**config.mk**
```make
export PLATFORM = sky130hd
export DESIGN_NAME = ysyx_040729_clint
export DESIGN_NICKNAME = d
export VERILOG_FILES = /design/src/rtl/ysyx_040729_clint_pkg.sv /design/src/rtl/ysyx_040729_clint_prescaler.sv /design/src/rtl/ysyx_040729_clint.sv
export SDC_FILE = /design/constraint.sdc
export NUM_CORES = 1
export LEC_CHECK = 0
export ABC_AREA = 1
export CORE_AREA = 2 2 164 166
export DETAILED_ROUTE_END_ITERATION = 12
export DIE_AREA = 0 0 166 168
export PLACE_DENSITY = 0.69
export SYNTH_ARGS = -nofsm -noshare
export SYNTH_HDL_FRONTEND = slang
export SYNTH_SLANG_ARGS = --single-unit
```
**constraint.sdc**
```tcl
create_clock -name clock -period 4.65 [get_ports clock]
set_clock_uncertainty 0.2 [all_clocks]
set_input_delay 0.93 -clock clock [delete_from_list [all_inputs] [get_ports clock]]
set_output_delay 0.93 -clock clock [all_outputs]
set_load 0.01 [all_outputs]
```
**src/rtl/ysyx_040729_clint_pkg.sv**
```systemverilog
// Shared CLINT definitions: register offsets, bus FSM encoding and the byte-lane
// merge helper used by the memory-mapped peripherals.
package ysyx_040729_clint_pkg;

  localparam logic [15:0] CLINT_MSIP_OFF     = 16'h0000;
  localparam logic [15:0] CLINT_MTIMECMP_OFF = 16'h4000;
  localparam logic [15:0] CLINT_MTIME_OFF    = 16'hBFF8;

  typedef enum logic {
    IDLE = 1'b0,
    RESP = 1'b1
  } bus_state_e;

  // Lanes with a clear strobe keep old_v; lanes with a set strobe take new_v.
  function automatic logic [63:0] byte_merge(input logic [63:0] old_v,
                                             input logic [63:0] new_v,
                                             input logic [7:0]  strb);
    logic [63:0] res;
    for (int i = 0; i < 8; i++) begin
      res[i*8 +: 8] = strb[i] ? new_v[i*8 +: 8] : old_v[i*8 +: 8];
    end
    return res;
  endfunction

endpackage

```
**src/rtl/ysyx_040729_clint_prescaler.sv**
```systemverilog
// Divides the clock by TICK_DIV (1..65535) and emits a one-cycle tick on the
// last count of each period.
module ysyx_040729_clint_prescaler #(
  parameter int TICK_DIV = 1
) (
  input  logic clock,
  input  logic reset,
  output logic tick_o
);

  localparam logic [15:0] LAST = 16'(TICK_DIV - 1);

  logic [15:0] cnt_q, cnt_d;

  assign tick_o = (cnt_q == LAST);

  // NOTE: combinational blocks assign every output first, so no path can infer a latch.
  always_comb begin
    cnt_d = cnt_q + 16'd1;
    if (tick_o) cnt_d = '0;
  end

  // NOTE: sequential state uses non-blocking assignments so all flops update together.
  always_ff @(posedge clock) begin
    if (reset) cnt_q <= '0;
    else       cnt_q <= cnt_d;
  end

endmodule

```
**src/rtl/ysyx_040729_clint.sv**
```systemverilog
// Core-local interruptor: 64-bit mtime/mtimecmp on a valid/ready bus, registered
// timer interrupt. Define CLINT_MSIP_EN to add the msip register and msip_o port.
module ysyx_040729_clint
  import ysyx_040729_clint_pkg::*;
#(
  parameter int DATA_WIDTH = 64,
  parameter int ADDR_WIDTH = 16,
  parameter int TICK_DIV   = 1
) (
  input  logic                    clock,
  input  logic                    reset,
  input  logic                    req_valid,
  output logic                    req_ready,
  input  logic                    req_write,
  input  logic [ADDR_WIDTH-1:0]   req_addr,
  input  logic [DATA_WIDTH-1:0]   req_wdata,
  input  logic [DATA_WIDTH/8-1:0] req_wstrb,
  output logic                    rsp_valid,
  input  logic                    rsp_ready,
  output logic [DATA_WIDTH-1:0]   rsp_rdata,
  output logic                    rsp_err,
`ifdef CLINT_MSIP_EN
  output logic                    msip_o,
`endif
  output logic                    tirp_o
);

  bus_state_e            state_q;
  logic                  rsp_valid_q, rsp_err_q, tirp_q, tirp_d, tick;
  logic [DATA_WIDTH-1:0] rsp_rdata_q, rd_data, mtime_q, mtime_d, mtime_inc;
  logic [DATA_WIDTH-1:0] mtimecmp_q, mtimecmp_d;
  logic                  accept, wr_en, hit_cmp, hit_time, hit_msip, mapped;
  logic                  msip_q, msip_d;

  ysyx_040729_clint_prescaler #(.TICK_DIV(TICK_DIV)) u_prescaler (
    .clock  (clock),
    .reset  (reset),
    .tick_o (tick)
  );

  always_comb begin
    accept    = req_valid && (state_q == IDLE);
    wr_en     = accept && req_write;
    hit_cmp   = (req_addr == ADDR_WIDTH'(CLINT_MTIMECMP_OFF));
    hit_time  = (req_addr == ADDR_WIDTH'(CLINT_MTIME_OFF));
`ifdef CLINT_MSIP_EN
    hit_msip  = (req_addr == ADDR_WIDTH'(CLINT_MSIP_OFF));
`else
    hit_msip  = 1'b0;
`endif
    mapped    = hit_cmp || hit_time || hit_msip;

    // A software write overrides only its lanes; the rest carry this cycle's tick.
    mtime_inc = mtime_q + DATA_WIDTH'(tick);
    mtime_d   = mtime_inc;
    if (wr_en && hit_time) mtime_d = byte_merge(mtime_inc, req_wdata, req_wstrb);

    mtimecmp_d = mtimecmp_q;
    if (wr_en && hit_cmp) mtimecmp_d = byte_merge(mtimecmp_q, req_wdata, req_wstrb);

    msip_d = msip_q;
    if (wr_en && hit_msip && req_wstrb[0]) msip_d = req_wdata[0];

    tirp_d = (mtime_d >= mtimecmp_d);

    // Reads return the pre-tick value; writes and unmapped offsets return zero.
    rd_data = '0;
    if (!req_write) begin
      if (hit_time)      rd_data = mtime_q;
      else if (hit_cmp)  rd_data = mtimecmp_q;
      else if (hit_msip) rd_data = DATA_WIDTH'(msip_q);
    end
  end

  always_ff @(posedge clock) begin
    if (reset) begin
      mtime_q    <= '0;
      mtimecmp_q <= '1;
      tirp_q     <= 1'b0;
      msip_q     <= 1'b0;
    end else begin
      mtime_q    <= mtime_d;
      mtimecmp_q <= mtimecmp_d;
      tirp_q     <= tirp_d;
      msip_q     <= msip_d;
    end
  end

  always_ff @(posedge clock) begin
    if (reset) begin
      state_q     <= IDLE;
      rsp_valid_q <= 1'b0;
      rsp_rdata_q <= '0;
      rsp_err_q   <= 1'b0;
    end else begin
      case (state_q)
        IDLE: if (accept) begin
          rsp_valid_q <= 1'b1;
          rsp_rdata_q <= rd_data;
          rsp_err_q   <= !mapped;
          state_q     <= RESP;
        end
        RESP: if (rsp_ready) begin
          rsp_valid_q <= 1'b0;
          state_q     <= IDLE;
        end
        default: state_q <= IDLE;
      endcase
    end
  end

  assign req_ready = (state_q == IDLE);
  assign rsp_valid = rsp_valid_q;
  assign rsp_rdata = rsp_rdata_q;
  assign rsp_err   = rsp_err_q;
  assign tirp_o    = tirp_q;
`ifdef CLINT_MSIP_EN
  assign msip_o    = msip_q;
`endif

endmodule

```
# == Word level (Yosys, flattened, before mapping) ==
# Cells that the tools add are included.
# totals
out_inout_bits,68
word_cells,53
input_bits,93
regBits,212
# classes
addsub,2
n_bitwise,1
n_reduce_logical,10
order_cmp,1
n_eq_ne,4
muxes,27
# ops
operator,count
2-to-1 mux 64 bit,5
2-to-1 mux 8 bit,16
adder 64 x 1 -> 64 bit,1
>= comparator 64 bit,1
adder 16 x 1 -> 16 bit (second input constant),1
equality test 16 x 15 -> 1 bit (second input constant),1
equality test 16 bit (second input constant),1
logical NOT 16 bit,1
logical AND 1 bit,4
2-to-1 mux 1 bit,4
one-hot mux 1 bit (2 select lines),2
AND reduction 2 bit,2
!= test 2 x 1 -> 1 bit (second input constant),1
!= test 2 bit (second input constant),1
OR reduction 2 bit,1
logical NOT 1 bit,1
logical OR 1 bit,1
inverter 1 bit,1

# == Longest topological paths before layout ==
# Gate-level depths: netlist of run 1.
# logic_depth
word_depth,6
ltp_mapped,26
mapped_depth_nobuf,26

# == Modules after synthesis ==
# Synthesis of run 1 repeated with hierarchy kept, for this count alone.
# hier_totals
hier_cells,2060
hier_area_um2,12947.4
# by_module_without_submodules
mod,area_each_um2,cells_per_inst,instances,seq_area_each_um2
ysyx_040729_clint,12074.1,1931,1,3923.8
ysyx_040729_clint_prescaler,873.3,129,1,320.3

# == Least setup slack after synthesis of run 1 ==
# No wires, ideal clock.
# synth_path
kind,input to register
from,input req_addr[1]
to,"register tirp_q, in the netlist tirp_o"
n_path_buf,3
setup_slack_ns,1.243
t_required_ns,4.380
setup_time_ns,0.070
arrival_ns,3.136
path_stages,18
path_cell_list,nor2_1 nand2_1 nor2_2 buf_4 nand3_4 buf_12 nor2_8 buf_8 nor2_2 nor2_1 inv_2 ha_1 nand2_1 nor4_1 nand3b_1 nor2_1 nand2_1 a21oi_1
# synth_via
elab_chain_len,4
word_cells_on_any_way,7
cone_classes,1 x order compare; 2 x eq/ne; 2 x mux; 2 x reduce/logical
# synth_rtl
element,line,text
from (decl),ysyx_040729_clint.sv:15,"input logic [ADDR_WIDTH-1:0] req_addr,"
equality test 16 bit / equality test 16 x 15 -> 1 bit (equally long branches),"ysyx_040729_clint.sv:45, ysyx_040729_clint.sv:44",
logical AND 1 bit (on tied branches),"ysyx_040729_clint.sv:56, ysyx_040729_clint.sv:59",
2-to-1 mux 64 bit (on tied branches),"ysyx_040729_clint.sv:56, ysyx_040729_clint.sv:59",
>= comparator 64 bit *,ysyx_040729_clint.sv:64,tirp_d = (mtime_d >= mtimecmp_d);
to (signal assigned),ysyx_040729_clint.sv:84,tirp_q <= tirp_d;
to (decl),ysyx_040729_clint.sv:29,"logic rsp_valid_q, rsp_err_q, tirp_q, tirp_d, tick;"
# Every way passes the cells marked *; elsewhere a longest branch is shown, timed or not.
# A chain may end at the register's enable or synchronous reset.

# == Final worst setup path of run 1 ==
# layout_path
from,register u_prescaler.cnt_q[5]
to,"register tirp_q, in the netlist tirp_o"
# layout_via
elab_chain_len,5
word_cells_on_any_way,12
cone_classes,1 x add/sub; 1 x order compare; 9 x mux; 1 x reduce/logical
# layout_rtl
element,line,text
from (decl),ysyx_040729_clint_prescaler.sv:13,"logic [15:0] cnt_q, cnt_d;"
from (signal assigned),ysyx_040729_clint_prescaler.sv:26,else cnt_q <= cnt_d;
logical NOT 16 bit *,ysyx_040729_clint_prescaler.sv:15,assign tick_o = (cnt_q == LAST);
adder 64 x 1 -> 64 bit *,ysyx_040729_clint.sv:54,mtime_inc = mtime_q + DATA_WIDTH'(tick);
2-to-1 mux 8 bit,ysyx_040729_clint_pkg.sv:20,res[i*8 +: 8] = strb[i] ? new_v[i*8 +: 8] : old_v[i*8 +: 8];
2-to-1 mux 64 bit *,ysyx_040729_clint.sv:56,"if (wr_en && hit_time) mtime_d = byte_merge(mtime_inc, req_wdata, req_wstrb);"
net mtime_d[63],ysyx_040729_clint.sv:30,"logic [DATA_WIDTH-1:0] rsp_rdata_q, rd_data, mtime_q, mtime_d, mtime_inc;"
>= comparator 64 bit *,ysyx_040729_clint.sv:64,
# The timed path passes the listed nets; every way through them passes the cells marked *.

==> results of run 1 <==
## state kept, by name, summed over array words and instances, names as in the netlist
signal             flops
rsp_err                1
mtimecmp_q            64
mtime_q               64
rsp_rdata             64
u_prescaler.cnt_q     16
tirp_o                 1
state_q                1
rsp_valid              1
## critical path, cell delays in order (launching register included)
cell and delay (ps):
dfxtp_1 340, nor4_1 310, nand4_1 160, nor2_1 180, ha_1 260, inv_1 100
nor2_2 260, nand2_1 170, nor2_1 170, nand2_1 210, o21ai_0 230, nand3_1 80
nand2_1 90, inv_1 50, ha_1 300, nand2_1 100, nor4_2 340, nand4_1 280
nor2_1 170, nand2_1 70, a21oi_1 110
## cell usage after synthesis (all sizes together), types with 18 or more instances
| cell | instances | area, µm² |
|---|---|---|
| a21oi | 140 | 715.7 |
| ha | 68 | 850.8 |
| buf | 19 | 173.9 |
| nand4 | 29 | 181.4 |
| nand2 | 599 | 2261 |
| nor3 | 25 | 130.1 |
| o211ai | 54 | 405.4 |
| o21ai | 102 | 551.8 |
| nor2 | 241 | 1061 |
| or2 | 25 | 156.4 |
| mux2i | 18 | 180.2 |
| nand3 | 97 | 503.0 |
| clkbuf | 55 | 206.5 |
| dfxtp | 212 | 4244 |
| xor2 | 18 | 157.7 |
| inv | 229 | 859.6 |
## metal layers
metal | share of wire [%] | vias up | wire (µm)
met3 | 6.1 | 85 | 2631
met1 | 45 | 6061 | 19330
met5 | 0 | - | 0
met4 | 2.9 | 0 | 1244
li1 | - | 6643 | -
met2 | 46 | 396 | 19730
## cell families after synthesis
kind of cell / Yosys count / share of synthesized area (%)
XOR/XNOR: 19 / 1.292
adder cells (fa/ha/maj): 68 / 6.607
buffers and inverters: 304 / 9.668
AND/OR/NAND/NOR: 1031 / 34.15
AO/OA/AOI/OAI: 314 / 13.92
multiplexers: 18 / 1.399
flip-flops: 212 / 32.96
## final timing paths
check                                endpoint            startpoint  depth (start not counted)
worst max-delay path                   tirp_o  u_prescaler.cnt_q[5]                         20
worst max register to register         tirp_o  u_prescaler.cnt_q[5]                         20
worst min-delay path            rsp_rdata[30]         rsp_rdata[30]                          2
worst min register to register  rsp_rdata[30]         rsp_rdata[30]                          2
## power by group
part           leakage [nW]  total, W  switching (W)  internal (W)
registers              1.71   0.00182     0.00000375       0.00182
logic                  4.99  0.000216       0.000124     0.0000919
clock network         0.422   0.00209       0.000801       0.00128
total                  7.12   0.00412       0.000929       0.00320
## stage by stage
stage          setup WS (ps)  hold WS, ps  instances
2_1_floorplan           1243        241.5       1966
3_3_place_gp           201.5        250.5       2420
3_5_place_dp           64.72        254.4       2420
4_1_cts                380.7        264.1       2464
5_1_grt                41.45        280.9       2464
6_report               387.3        260.8       2464
## cell usage in the layout, fill, tap and decap left out, types with 25 or more instances in the layout
cell	count
a21oi_1	136
buf_4	27
clkbuf_16	25
clkdlybuf4s50_1	159
dfxtp_1	212
ha_1	68
inv_1	211
nand2_1	594
nand3_1	95
nand4_1	29
nor2_1	217
o211ai_1	54
o21ai_0	70
## layout make-up
class                           count  area [µm²]  share of cell area (%)
Multi-Input combinational cell   1450        7421                   47.46
Clock inverter                      9       151.4                  0.9683
Clock buffer                       35       713.2                   4.561
Tap cell                          341       426.7                   2.729
Sequential cell                   212        4244                   27.14
Inverter                          230       864.6                   5.530
Timing Repair Buffer              187        1814                   11.60
==> run_results.csv, run 1 <==
group,metric,value,unit
timing,rsz0062_at_grt,"false",
yosys,ys_ff_latch,212,
global_routing,met3_usage,3.973,%
hold_path,hp-class,"reg2reg",
finish,drive_gt1_share,7.113,%
timing,worst_slew_pin_slew,1051,ps
global_routing,grt_max_degree,86,
detailed_routing,drt_iter0_drc,949,
finish,insertedDiodeCount,0,
clock_network,root_buffer,"clkbuf_16",
timing,setup_viol,0,
detailed_routing,via_count,13190,
yosys,synth_cell_types,43,
power,finalPower,0.004125,W
placement,dpl-instance-area,0.01475,mm²
yosys,syn_inst,1966,
finish,final_cell_area,0.01564,mm²
yosys,syn_area,0.01288,mm²
finish,syn_to_final_growth,21.41,%
timing,relSlewSlack,29.97,%
yosys,ys_seq_area_share,32.96,%
yosys,synthFlopType,"dfxtp_1",
finish,fin_nets,2266,
clock_network,postCtsSetupRepairBufs,0,
global_routing,antenna_found_initial,0,
floorplanning,pin_count,161,
floorplanning,start_util,48.87,%
detailed_routing,drc,0,
placement,dp_hpwl,32550,µm
power,leakage,7.122,nW
detailed_routing,drt_wl_total,42930,µm
global_routing,grt_pass1_vias,12750,
power,p_per_area,263.8,mW/mm²
finish,fill_cells,2545,
placement,place_congestion,0.9730,
detailed_routing,wl_per_cell,17.42,µm
floorplanning,die_area,0.02789,mm²
flow_run,maxCapViolCount,0,
global_routing,grt_util_all_layers,30.09,%
clock_network,htree_num_levels,1,
clock_network,cts_tree,"yes",
critical_path,reg2reg_slack,390,ps
floorplanning,die_y,168,µm
critical_path,arrival,4510,ps
critical_path,required,4900,ps
critical_path,cp_max_fo,6,
floorplanning,die_width,166,µm
yosys,yosys_warnings,0,
outcome,status,"finished clean",
clock_network,cts_resized,0,
critical_path,end_kind,"register",
detailed_routing,ant_nets,0,
timing,drv_slew,0,
timing,hold_viol_final,0,
yosys,synth_fp_nets,2127,
clock_network,clockBufferDepth,3,
power,ir_drop,0.0003404,V
timing,fin_setup_tns,0,ps
placement,numPortBuffers,160,
clock_network,clock_latency,530,ps
clock_network,hold_buffers,0,
clock_network,numCtsBuffers,24,
global_routing,grt_overflow,0,
global_routing,grt_busiest_layer,"met2",
floorplanning,row_count,60,
timing,fmax,234.6,MHz
clock_network,clkSlewWorstSetupHoldPaths,70,ps
global_routing,use_met2,51.42,%
finish,final_core_util,59.34,%
global_routing,grt_util_met1,39.70,%
critical_path,cp-start-kind,"register",
timing,fin_crit_sh,91.67,%
clock_network,cts.sinks,212,
global_routing,grt_pass1_wl,67450,µm
timing,fin_crit,4263,ps
detailed_routing,dr.pass1.iters,5,
yosys,async_reset_ff_share,0,%
critical_path,crit_type,"reg2reg",
yosys,synth-edff-count,0,
yosys,syn_area_per_cell,6.550,µm²
detailed_routing,vias_per_cell,5.351,
floorplanning,fp.coreArea,0.02635,mm²
Note: power is estimated with default switching activity, not from simulation.
==> run 2, diff against run 1 <==
--- a/config.mk
+++ b/config.mk
@@ -7,6 +7,7 @@
 export LEC_CHECK = 0
 export ABC_AREA = 1
 export CORE_AREA = 2 2 164 166
+export CTS_CLUSTER_SIZE = 12
 export DETAILED_ROUTE_END_ITERATION = 12
 export DIE_AREA = 0 0 166 168
 export PLACE_DENSITY = 0.69
==> run_results.csv, run 2 (same netlist as run 1, synthesis figures left out) <==
group,metric,value,unit
outcome,status,"finished clean",
finish,insertedDiodeCount,0,
global_routing,grt_overflow,0,
timing,worst_slew_pin_slew,1056,ps
floorplanning,die_width,166,µm
detailed_routing,drc,0,
placement,dp_hpwl,32550,µm
critical_path,arrival,4500,ps
global_routing,grt_pass1_wl,67230,µm
hold_path,hp-class,"reg2reg",
detailed_routing,ant_nets,0,
finish,final_cell_mix,"594 x nand2_1, 217 x nor2_1, 212 x dfxtp_1, 211 x inv_1, 159 x clkdlybuf4s50_1",
timing,fin_crit,4245,ps
floorplanning,fp.coreArea,0.02635,mm²
floorplanning,pin_count,161,
critical_path,crit-reg2reg-launch,"u_prescaler.cnt_q[5]",
floorplanning,die_area,0.02789,mm²
global_routing,grt_max_degree,86,
clock_network,numCtsBuffers,24,
detailed_routing,vias_per_cell,5.341,
detailed_routing,dr.pass1.iters,5,
detailed_routing,drt_iter0_drc,946,
power,ir_drop,0.0002719,V
timing,drv_slew,0,
critical_path,required,4910,ps
clock_network,clockBufferDepth,3,
detailed_routing,via_count,13160,
power,p_per_area,252.7,mW/mm²
critical_path,cp_max_fo,6,
critical_path,end_kind,"register",
placement,place_inst,2420,
finish,fill_cells,2570,
power,leakage,7.079,nW
global_routing,antenna_found_initial,0,
global_routing,grt_pass1_vias,12690,
clock_network,cts.sinks,212,
finish,drive_gt1_share,6.971,%
hold_path,min-delay-start,"rsp_rdata[30]",
flow_run,maxCapViolCount,0,
finish,stdcell_count,2464,
timing,fin_setup_tns,0,ps
floorplanning,start_util,48.87,%
critical_path,crit_type,"reg2reg",
clock_network,htree_num_levels,1,
finish,fin_nets,2266,
clock_network,postCtsSetupRepairBufs,0,
timing,hold_viol_final,0,
detailed_routing,wl_per_cell,17.34,µm
timing,setup_viol,0,
finish,syn_to_final_growth,20.71,%
critical_path,setup.worst_path.start,"u_prescaler.cnt_q[5]",
floorplanning,row_count,60,
placement,place_congestion,0.9730,
floorplanning,die_y,168,µm
timing,rsz0062_at_grt,"false",
timing,fmax,235.6,MHz
timing,relSlewSlack,29.62,%
clock_network,root_buffer,"clkbuf_16",
clock_network,cts_tree,"yes",
clock_network,clock_latency,540,ps
detailed_routing,drt_wl_total,42720,µm
global_routing,grt_util_all_layers,30.01,%
finish,layout_commonest_cell,"nand2_1",
critical_path,cp-start-kind,"register",
placement,numPortBuffers,160,
finish,final_core_util,58.99,%
timing,fin_crit_sh,91.28,%
clock_network,clkSlewWorstSetupHoldPaths,70,ps
run 2: changes by cell type in the layout (fill, tap and decap cells not counted), sizes merged:
cell,change
bufinv,-3
clkinv,+1
clkbuf,+2
run 2: final timing paths:
check	depth (start not counted)	endpoint	slack (ps)
setup / recovery	20	tirp_o	410
hold / removal	2	rsp_rdata[30]	260
setup reg to reg	20	tirp_o	410
hold reg to reg	2	rsp_rdata[30]	260
run 2: worst max-delay path, cell delays in order (launching register included):
cell and delay [ps]:
dfxtp_1 340, nor4_1 310, nand4_1 160, nor2_1 180, ha_1 260, inv_1 100
nor2_2 250, nand2_1 160, inv_1 160, nand2_1 220, o21ai_0 230, nand3_1 100
nand2_1 90, inv_1 50, ha_1 280, nand2_1 70, nor2_1 310, nand3_1 130
nor2_1 280, a21oi_1 130, a21oi_1 150
run 2: layout make-up:
class                           instances  area [µm²]  share of cell area, %
Clock buffer                           37       710.7                  4.572
Clock inverter                          7       62.56                 0.4025
Inverter                              230       864.6                  5.562
Multi-Input combinational cell       1450        7421                  47.74
Sequential cell                       212        4244                  27.30
Tap cell                              341       426.7                  2.745
Timing Repair Buffer                  187        1814                  11.67
run 2: metrics by stage:
step / area, µm² / setup slack, ps / hold WS, ps / total power [W]
2_1_floorplan: 12880 / 1243 / 241.5 / 0.001941
3_3_place_gp: 14750 / 201.5 / 250.5 / 0.002078
3_5_place_dp: 14750 / 64.72 / 254.4 / 0.002079
4_1_cts: 15530 / 382.1 / 264.0 / 0.003957
5_1_grt: 15540 / 38.68 / 280.9 / 0.004048
6_report: 15540 / 405.4 / 260.8 / 0.003928
run 2: routing by layer:
| layer | vias to the layer above | part of all wire (%) | track usage (%) |
|---|---|---|---|
| met2 | 426 | 46 | 51.43 |
| met1 | 6015 | 45 | 39.88 |
| met3 | 79 | 6.3 | 3.879 |
| li1 | 6640 | - | - |
| met5 | - | 0 | 0 |
| met4 | 0 | 2.6 | 8.280 |
run 2: power by group:
part / internal, W / switching [W]
clock network: 0.00110 / 0.000784
registers: 0.00182 / 0.00000373
logic: 0.0000919 / 0.000124
run 2: what timing repair did:
action | 4_1_cts | 5_1_grt
hold buffers | 0 | 0
resized for setup | 0 | 3
endpoints found under the setup margin | 0 | 1
